`src/rtl/mem_bus_arbiter.sv`:
```
`default_nettype none
// ============================================================================
// Module  : mem_bus_arbiter
// Brief   : Round-robin arbiter sharing one single-outstanding memory bus port
//           between NUM_REQ masters. Define MEM_ARB_TIMEOUT_EN for a WAIT watchdog.
// Revision: 1.0
// ============================================================================

module mem_bus_arbiter #(
  parameter int NUM_REQ        = 3,
  parameter int TIMEOUT_CYCLES = 4096
) (
  input  logic                       i_clk,
  input  logic                       i_rst_n,
  input  logic [NUM_REQ-1:0]         i_req,
  input  logic [32*NUM_REQ-1:0]      i_req_address,
  input  logic [32*NUM_REQ-1:0]      i_req_data,
  input  logic [3*NUM_REQ-1:0]       i_req_bhw,
  input  logic [NUM_REQ-1:0]         i_req_write,
  output logic [NUM_REQ-1:0]         o_ack,
  output logic [31:0]                o_rdata,
  output logic                       o_err,
  output logic [$clog2(NUM_REQ)-1:0] o_grant_id,
  output logic                       o_busy,
  output logic [31:0]                o_bus_data,
  output logic [31:0]                o_bus_address,
  output logic                       o_bus_DV,
  output logic [2:0]                 o_bhw,
  output logic                       o_write_notread,
  input  logic [31:0]                i_bus_data,
  input  logic                       i_bus_DV
);

  localparam int c_id_w = $clog2(NUM_REQ);

  if (NUM_REQ < 2 || TIMEOUT_CYCLES < 1 || TIMEOUT_CYCLES > 65536) begin : g_bad_params
    $error("mem_bus_arbiter: NUM_REQ must be >= 2 and TIMEOUT_CYCLES in [1, 65536]");
  end

  typedef enum logic [1:0] {
    IDLE  = 2'd0,
    ISSUE = 2'd1,
    WAIT  = 2'd2,
    DONE  = 2'd3
  } state_t;

  state_t              r_state;
  state_t              w_state_nxt;
  logic [c_id_w-1:0]   r_ptr;
  logic [c_id_w-1:0]   r_grant_id;
  logic [31:0]         r_bus_address;
  logic [31:0]         r_bus_data;
  logic [2:0]          r_bhw;
  logic                r_write;
  logic [31:0]         r_rdata;
  logic                r_err;

  logic [c_id_w-1:0]   w_winner;
  logic [c_id_w-1:0]   w_ptr_nxt;
  logic                w_found;
  logic [31:0]         w_win_addr;
  logic [31:0]         w_win_data;
  logic [2:0]          w_win_bhw;
  logic                w_win_wr;
  logic                w_bhw_ok;

`ifdef MEM_ARB_TIMEOUT_EN
  localparam logic [15:0] c_wdog_last = 16'(TIMEOUT_CYCLES - 1);
  logic [15:0] r_wdog;
  logic        w_wdog_expired;
  assign w_wdog_expired = (r_wdog == c_wdog_last);
`endif

  // Wrap-around index: base + offset modulo NUM_REQ, offset < NUM_REQ.
  function automatic logic [c_id_w-1:0] rr_index(input logic [c_id_w-1:0] base, input int offset);
    int sum;
    sum = int'(base) + offset;
    if (sum >= NUM_REQ) sum = sum - NUM_REQ;
    return c_id_w'(sum);
  endfunction

  always_comb begin
    w_found  = 1'b0;
    w_winner = '0;
    for (int k = 0; k < NUM_REQ; k++) begin
      if (!w_found && i_req[rr_index(r_ptr, k)]) begin
        w_found  = 1'b1;
        w_winner = rr_index(r_ptr, k);
      end
    end
  end

  assign w_win_addr = i_req_address[32*int'(w_winner) +: 32];
  assign w_win_data = i_req_data[32*int'(w_winner) +: 32];
  assign w_win_bhw  = i_req_bhw[3*int'(w_winner) +: 3];
  assign w_win_wr   = i_req_write[w_winner];
  // A size code the memory side cannot decode (e.g. 000) would hang it.
  assign w_bhw_ok   = (w_win_bhw == 3'b100) || (w_win_bhw == 3'b010) || (w_win_bhw == 3'b001);
  assign w_ptr_nxt  = (w_winner == c_id_w'(NUM_REQ - 1)) ? '0 : w_winner + c_id_w'(1);

  always_ff @(posedge i_clk) begin
    if (!i_rst_n) r_state <= IDLE;
    else          r_state <= w_state_nxt;
  end

  always_comb begin
    w_state_nxt = r_state;
    o_bus_DV    = 1'b0;
    o_busy      = 1'b1;
    o_ack       = '0;
    o_err       = 1'b0;
    case (r_state)
      IDLE: begin
        o_busy = 1'b0;
        if (|i_req) w_state_nxt = w_bhw_ok ? ISSUE : DONE;
      end
      ISSUE: begin
        o_bus_DV    = 1'b1;
        w_state_nxt = WAIT;
      end
      WAIT: begin
        if (i_bus_DV) w_state_nxt = DONE;
`ifdef MEM_ARB_TIMEOUT_EN
        else if (w_wdog_expired) w_state_nxt = DONE;
`endif
      end
      DONE: begin
        o_ack       = NUM_REQ'(1) << r_grant_id;
        o_err       = r_err;
        w_state_nxt = IDLE;
      end
      default: w_state_nxt = IDLE;
    endcase
  end

  always_ff @(posedge i_clk) begin
    if (!i_rst_n) begin
      r_ptr         <= '0;
      r_grant_id    <= '0;
      r_bus_address <= '0;
      r_bus_data    <= '0;
      r_bhw         <= '0;
      r_write       <= 1'b0;
      r_rdata       <= '0;
      r_err         <= 1'b0;
`ifdef MEM_ARB_TIMEOUT_EN
      r_wdog        <= '0;
`endif
    end else begin
      case (r_state)
        IDLE: begin
          if (|i_req) begin
            r_bus_address <= w_win_addr;
            r_bus_data    <= w_win_data;
            r_bhw         <= w_win_bhw;
            r_write       <= w_win_wr;
            r_grant_id    <= w_winner;
            r_ptr         <= w_ptr_nxt;
            r_err         <= !w_bhw_ok;
            if (!w_bhw_ok) r_rdata <= '0;
          end
        end
`ifdef MEM_ARB_TIMEOUT_EN
        ISSUE: r_wdog <= '0;
`endif
        WAIT: begin
          if (i_bus_DV) begin
            r_rdata <= r_write ? 32'd0 : i_bus_data;
            r_err   <= 1'b0;
          end
`ifdef MEM_ARB_TIMEOUT_EN
          else if (w_wdog_expired) begin
            r_rdata <= 32'hDEADBEEF;
            r_err   <= 1'b1;
          end else begin
            r_wdog  <= r_wdog + 16'd1;
          end
`endif
        end
        default: ;
      endcase
    end
  end

  assign o_rdata         = r_rdata;
  assign o_grant_id      = r_grant_id;
  assign o_bus_address   = r_bus_address;
  assign o_bus_data      = r_bus_data;
  assign o_bhw           = r_bhw;
  assign o_write_notread = r_write;

endmodule

`default_nettype wire
```
`config.mk`:
```
export PLATFORM = sky130hd
export DESIGN_NAME = mem_bus_arbiter
export DESIGN_NICKNAME = d
export VERILOG_FILES = /design/src/rtl/mem_bus_arbiter.sv
export SDC_FILE = /design/constraint.sdc
export NUM_CORES = 1
export LEC_CHECK = 0
export CAP_MARGIN = 20
export CORE_AREA = 2 2 137 139
export CTS_BUF_LIST = sky130_fd_sc_hd__clkbuf_2
export CTS_CLUSTER_SIZE = 24
export DETAILED_ROUTE_END_ITERATION = 8
export DIE_AREA = 0 0 139 141
export DONT_BUFFER_PORTS = 1
export PLACE_DENSITY = 0.55
export SYNTH_ARGS = -nofsm -noshare
export SYNTH_HDL_FRONTEND = slang
export SYNTH_SLANG_ARGS = --single-unit
```
`constraint.sdc`:
```
create_clock -name i_clk -period 8.05 [get_ports i_clk]
set_clock_uncertainty 0.2 [all_clocks]
set_input_delay 1.61 -clock i_clk [delete_from_list [all_inputs] [get_ports i_clk]]
set_output_delay 1.61 -clock i_clk [all_outputs]
set_load 0.1 [all_outputs]
```
Word-level counts from Yosys, hierarchy flattened
Cells that the tools add are included.
Storage, ports and cells
  register bits after elaboration: 107
  word-level logic and storage cells: 84
  bits of input ports: 242
  output and inout bits: 108
Cells by class
  multiplexer cells: 33
  multipliers: 1
  reductions and logical operators: 14
  shift operators: 4
  order comparisons: 7
  add/subtract/negate cells: 6
  eq/ne operators: 10
Operators with widths (count)
  indexed part select 96 x 8 -> 32 bit: 2
  two-way mux 32 bit: 4
  case mux 32 bit (2 select lines): 1
  two-way mux 2 bit: 10
  < comparator 2 x 3 -> 1 bit (second input constant): 4
  two-way mux 1 bit: 11
  indexed part select 9 x 5 -> 3 bit: 1
  binary-select mux 1 bit (select 2 bit): 4
  case mux 2 bit (4 select lines): 1
  == test 2 bit (second input constant): 3
  >= comparator 3 x 2 -> 1 bit (second input constant): 2
  inequality test 2 bit (second input constant): 3
  subtractor 2 bit (second input constant): 3
  multiplier 2 x 2 -> 4 bit (first input constant): 1
  AND reduction 2 bit: 2
  AND reduction 4 bit: 1
  adder 2 x 1 -> 3 bit (second input constant): 1
  adder 2 x 2 -> 3 bit (second input constant): 1
  == test 3 x 1 -> 1 bit (second input constant): 1
  == test 3 x 2 -> 1 bit (second input constant): 1
  == test 3 bit (second input constant): 1
  logical NOT 1 bit: 3
  two-way mux 3 bit: 1
  AND reduction 3 bit: 1
  other kinds (10): 12

Depth between registers and ports, before layout
Gate-level depths: netlist (run 1).
  depth in word-level cells: 19
  mapped depth: 13
  depth with buffers taken out: 10

Worst setup path after synthesis (run 1)
OpenSTA, ideal clock, no wires.
  path type: register to output
  start: register r_grant_id[1] (netlist: o_grant_id[1])
  end: output o_ack[0]
  setup slack: 3217 ps
  data arrival time: 3023 ps
  cell stages (with the launch flop): 2
  path buffers: 0
  data required time: 6240 ps
  cells stage by stage: dfxtp_1 nor3b_1
Between the ends
  longest elaborated chain between the ends: 2
RTL lines
  start: declaration: line 50  | logic [c_id_w-1:0] r_grant_id;
  start signal: assignment: line 157  | r_grant_id <= w_winner;
  << shifter 1 x 2 -> 3 bit: line 128  | o_ack = NUM_REQ'(1) << r_grant_id;
  two-way mux 3 bit: line 112  | case (r_state)
  end: declaration: line 20  | output logic [NUM_REQ-1:0] o_ack,
No other way between the ends.

Final worst setup path (run 1)
  start: register r_grant_id[1] (netlist: o_grant_id[1])
  end: output o_ack[2]
The elaborated chain is that of the path after synthesis.

==> results by group, run 1 <==
Hold path
  – Hold Crit Depth: 2
  – Hold Path Class: reg2reg

GRT
  – Via count of the first global-routing pass: 4386
  – Largest net degree at the start of global routing: 86
  – Initial antenna violation count: 1
  – Global-route wire length before repair: 22900 µm
  – Gr ovfl total: 0
  – GRT Resource Usage Total: 14.6%

Clock network
  – Clk slew on worst S/H paths: 0.36 ns
  – Clk root buf: clkbuf_2
  – CTS Buffer Depth: 2
  – Clock latency on the worst-skew pair: 0.61 ns
  – TritonCTS buffer count: 9
  – H-tree levels: 3
  – Postcts setup bufs: 0
  – Hold-fix buffers, CTS: 0
  – TritonCTS clock tree: built
  – Post-cts resize count: 0
  – Clk sinks: 107

Synthesis
  – Post-Synth Simple-Gate Area: 16.1%
  – Post-synthesis compound-gate area fraction: 24.1%
  – Syn_nets: 880
  – Main combinational cell family by area after synthesis: compound AO/OA/AOI/OAI gates
  – Syn Area/Cell: 8.87 µm²
  – YS warnings: 0
  – Mux share of post-synthesis cell area: 13.4%
  – Post-synthesis sequential area ratio: 38.4%
  – Primary FF master, synth: dfxtp_1
  – Cells after Synth: 629
  – Flops & latches, synth: 107
  – Synth unique cells: 43
  – Mapped cell area: 5580 µm²
  – Most common cell in the synthesized netlist: dfxtp_1
  – Synth cell count leaders: dfxtp_1 (107), mux2i_1 (73), nor2_1 (71)
  – Share of the synthesized area in the top cell type: 38.4%
  – Synth Area in Adders: 2.02%
  – Xor/xnor share of the synthesized area: 0.471%
  – Asr flop ratio synth: 0%
  – Top post-synthesis cells by area: dfxtp_1 (38%), mux2i_1 (13%), a211oi_1 (9.0%), nor2b_1 (7.5%), a21oi_1 (6.3%)
  – Post-synth EDFFs: 0
  – Dominant cell type by area after synthesis: dfxtp_1

Final layout
  – Multi-input logic area: 3160 µm²
  – Area grow syn2layout: 4.76%
  – Cell Count, Final, Fillers Out: 832
  – Layout Nets: 843
  – Layout cell share with drive strength beyond 1: 5.53%
  – Filler cells: 1898
  – Register area: 2140 µm²

Floorplan
  – Die width: 139 µm
  – Core Area: 18300 µm²
  – Chip height: 141 µm
  – Die area: 19600 µm²
  – Rows: 50
  – Top-level I/O count: 350
  – Initial Util: 30.5%

Setup path
  – Startpoint types: register
  – Critical path class: reg2out
  – Worst Path Required: 6.24 ns
  – Worst r2r path cells: 11
  – Setup crit end kind: output pin
  – Arrival @ worst endpoint: 2.70 ns
  – Critical Path Fanout Max: 5

STA
  – Slew at the pin closest to its max-slew limit: 1.14 ns
  – Slew margin rel.: 23.9%
  – Final Cycle Share: 56.1%
  – Setup TNS: 0 ns
  – Max Fclk: 221 MHz
  – Final Setup Violations: 0
  – Final Hold Viols: 0
  – Min Tclk post-route: 4.51 ns
  – RSZ-0062 raised after global routing: false
  – Max Slew Vio Count: 0

Placed design
  – Post-Place Cells: 815
  – Placer Congestion: 0.804
  – Hpwl dp: 11500 µm
  – Buffers on Ports: 0

Drt
  – DRC Markers: 0
  – Detail-routed via count per cell: 5.42
  – Initial DRC count: 189
  – Post-detailed-route count of antenna-violating nets: 0
  – Total number of vias: 4508
  – Detailed Routing Iterations Pass 1: 4
  – Final Routed Wirelength: 15500 µm
  – Mean routed wirelength per cell: 18.6 µm

Run status
  – Outcome: finished, final reports clean

Job
  – # Max-Cap Violations: 0
[kinds of logic (layout without fill, tap and decap cells)]
kind of cell	count (synthesis)	after routing
muxes	74	74
adders and majority gates	9	9
AOI/OAI and AO/OA	196	196
xor gates and xnor gates	3	3
buffers and inverters	65	33
other	0	1
DFF	107	107
and+or+nand+nor	175	175
[flip-flops by register name, summed over array words and instances (netlist names)]
signal and flops:
o_bus_address 32, o_bus_data 32, o_rdata 32, o_bhw 3, o_grant_id 2, r_ptr 2
r_state 2, o_write_notread 1, r_err 1
[critical path, cell delays in order, from the launching register on]
cell and delay (ns):
dfxtp_1 1.10, nand2_1 0.14, nor2_2 0.84
[metal layers]
metal / global-route usage, % / wire length, µm / vias to the layer above
met5: 0 / 0 / -
met1: 16.5 / 6240 / 2056
met4: 5.64 / 291 / 0
li1: - / - / 2188
met2: 26.0 / 7690 / 244
met3: 4.21 / 1260 / 20
[path summary, 6_finish.rpt]
path	startpoint	to	slack [ns]
min reg2reg	o_bus_address[1]	o_bus_address[1]	0.34
max	o_grant_id[1]	o_ack[2]	3.54
min	o_bus_address[1]	o_bus_address[1]	0.34
max reg2reg	r_ptr[1]	o_bus_address[25]	4.06
[through the flow]
step	cell area, µm²	worst slack, ns	hold WS (ns)	utilization [%]
floorplan	5580	3.22	0.300	-
global placement	5700	3.61	0.313	31.2
detailed placement	5700	3.45	0.317	31.2
CTS	5840	3.45	0.342	32.0
global route	5840	3.39	0.366	32.0
finish	5840	3.54	0.340	32.0
[placed cells by master (no fill, tap or decap), types with 3 or more instances in the layout]
| cell | netlist | routed |
|---|---|---|
| clkinv_8 | 0 | 4 |
| and2_1 | 6 | 6 |
| a22o_1 | 32 | 32 |
| a21oi_1 | 70 | 70 |
| nand2b_1 | 4 | 3 |
| buf_4 | 4 | 6 |
| nor2b_1 | 67 | 67 |
| dfxtp_1 | 107 | 107 |
| clkbuf_2 | 0 | 9 |
| o22ai_1 | 3 | 3 |
| ha_1 | 9 | 9 |
| inv_1 | 10 | 10 |
| o21ai_0 | 5 | 5 |
| a21boi_0 | 4 | 4 |
| a211oi_1 | 67 | 67 |
| nand2_1 | 14 | 14 |
| xnor2_1 | 3 | 3 |
| mux2i_1 | 73 | 72 |
| nor2_1 | 71 | 70 |
[cell type report]
type	count	area share, %
clock inverters	7	1.56
diodes	1	0.0428
multi-input cells	457	54.1
flip-flops and latches	107	36.7
repair buffers	7	1.20
inverters	10	0.642
well taps	234	5.01
clock buffers	9	0.771
Power of run 1 is left out: the tool's default activity adds up to more than one toggle a clock period on the data nets, which glitch-free logic cannot reach.
==> inputs of run 2 (changes only) <==
Clock period 8.05 ns to 4.6 ns, I/O delays scaled along.
==> run 2 against run 1 <==
  * Count of clock-buffer cells in the layout is the same
  * Global-route usage fell by 0.29 points
  * Critical path depth did not move
  * Flip-flop and latch count is the same
  * Cell count up 0.12%
  * Worst setup slack worse by 2.8 ns
  * Via count fell by 0.22%
  * Core utilization increased by 0.21 points
==> results by group, run 2 (synthesis results as in run 1) <==
Clock network
  – Hold-fix buffers, CTS: 0 (unchanged)
  – Postcts setup bufs: 0 (unchanged)
  – TritonCTS buffer count: 9 (unchanged)
  – CTS Buffer Depth: 2 (unchanged)
  – Clk slew on worst S/H paths: 0.37 ns (was 0.36 ns)
  – H-tree levels: 3 (unchanged)
  – Post-cts resize count: 0 (unchanged)
  – Clock latency on the worst-skew pair: 0.58 ns (was 0.61 ns)
  – Clk sinks: 107 (unchanged)
  – Clk root buf: clkbuf_2 (unchanged)
  – TritonCTS clock tree: built (unchanged)

Final layout
  – Antenna diodes: 0 (was 1)
  – Layout Nets: 845 (was 843)
  – Leading cell type in the layout, fill and taps excluded: dfxtp_1 (unchanged)
  – Area grow syn2layout: 5.43% (was 4.76%)
  – Layout cell share with drive strength beyond 1: 5.84% (was 5.53%)
  – Most frequent cells in the layout: dfxtp_1 (107), mux2i_1 (72), nor2_1 (70), a21oi_1 (70) (unchanged)
  – Post-route design area: 5880 µm² (was 5840 µm²)

Hold path
  – Hold Path Class: in2reg (was reg2reg)
  – Hold Crit Depth: 1 (was 2)

GRT
  – Largest net degree at the start of global routing: 79 (was 86)
  – GRT Resource Usage Total: 14.3% (was 14.6%)
  – Via count of the first global-routing pass: 4252 (was 4386)
  – Gr ovfl total: 0 (unchanged)
  – Global-route wire length before repair: 22400 µm (was 22900 µm)
  – Initial antenna violation count: 0 (was 1)

Setup path
  – CP bufs+invs: 0 (unchanged)
  – Crit-path leading delay family: flip-flops (unchanged)
  – Startpoint types: register (unchanged)
  – Setup crit end kind: output pin (unchanged)
  – Arrival @ worst endpoint: 2.72 ns (was 2.70 ns)
  – Critical path class: reg2out (unchanged)
  – Slowest CP cell: dfxtp_1 (unchanged)
  – CP max stage delay: 1.12 ns (was 1.10 ns)
  – Critical Path Fanout Max: 5 (unchanged)
  – Cell depth of the worst setup path: 2 (unchanged)
  – Worst r2r path cells: 10 (was 11)
  – Worst Path Required: 3.48 ns (was 6.24 ns)
  – Sequence of cells on the critical path: nand2_1 > nor2_2 (unchanged)

STA
  – RSZ-0062 raised after global routing: false (unchanged)
  – Final WS setup: 0.760 ns (was 3.54 ns)
  – Setup TNS: 0 ns (unchanged)
  – Max Slew Vio Count: 0 (unchanged)
  – Final Setup Violations: 0 (unchanged)
  – Min Tclk post-route: 3.84 ns
  – Slew at the pin closest to its max-slew limit: 1.15 ns (was 1.14 ns)
  – Final Cycle Share: 83.5%
  – Slew margin rel.: 23.4% (was 23.9%)
  – Final Hold Viols: 0 (unchanged)
  – WHS: 0.170 ns (was 0.340 ns)
  – Max Fclk: 260 MHz

Drt
  – Detail-routed via count per cell: 5.40 (was 5.42)
  – Mean routed wirelength per cell: 18.3 µm (was 18.6 µm)
  – Final Routed Wirelength: 15200 µm (was 15500 µm)
  – Detailed Routing Iterations Pass 1: 5 (was 4)
  – DRC Markers: 0 (unchanged)
  – Total number of vias: 4498 (was 4508)
  – Initial DRC count: 208 (was 189)
  – Post-detailed-route count of antenna-violating nets: 0 (unchanged)

Floorplan
  – Core Area: 18300 µm² (unchanged)
  – Die width: 139 µm (unchanged)
  – Die area: 19600 µm² (unchanged)
  – Top-level I/O count: 350 (unchanged)
  – Initial Util: 30.5% (unchanged)
  – Rows: 50 (unchanged)
  – Chip height: 141 µm (unchanged)

Placed design
  – Place WS: 0.849 ns (was 3.45 ns)
  – Placer Congestion: 0.787 (was 0.804)
  – Hpwl dp: 11400 µm (was 11500 µm)
  – Buffers on Ports: 0 (unchanged)
  – Area post-placement: 5720 µm² (was 5700 µm²)

Job
  – # Max-Cap Violations: 0 (unchanged)

Run status
  – Outcome: finished, final reports clean (unchanged)
==> run 2: cell count changes in the layout (fill, tap and decap cells not counted), sizes merged <==
| cell | change |
|---|---|
| buf | +2 |
| clkinv | +1 |
| diode | -1 |
| inv | -1 |
==> run 2: path summary, 6_finish.rpt <==
path / startpoint / to / slack, ns
max: o_grant_id[1] / o_ack[2] / 0.76
min: i_bus_data[12] / o_rdata[12] / 0.17
max reg2reg: r_ptr[1] / o_rdata[7] / 0.96
min reg2reg: o_grant_id[0] / o_grant_id[0] / 0.33
==> run 2: final cells by class <==
class | instances | area [µm²]
fillers | 1892 | 12400
multi-input cells | 457 | 3160
flip-flops and latches | 107 | 2140
well taps | 234 | 293
repair buffers | 9 | 110
clock inverters | 7 | 91.3
clock buffers | 9 | 45.0
inverters | 10 | 37.5
==> run 2: worst register-to-register path, delay by kind of cell, from the launching register on <==
family,cells,cell delay [ns]
compound gates,5,1.47
buf+inv,1,0.10
mux,3,1.06
flops,1,0.40
fa+ha+maj,1,0.37
==> run 2: metal layers <==
layer / global-route usage (%) / vias to the layer above / part of all wire, %
li1: - / 2189 / -
met1: 16.5 / 2079 / 41
met2: 25.3 / 214 / 50
met3: 4.52 / 16 / 7.5
met4: 4.63 / 0 / 1.6
met5: 0 / - / 0
==> run 2: metrics by stage <==
step                      utilization [%]  instances
after global routing                 32.2        833
after detailed placement             31.3        816
after CTS                            32.1        832
after floorplan                         -        629
after global placement               31.3        816
final                                32.2        833
Power of run 2 is left out for the same reason.
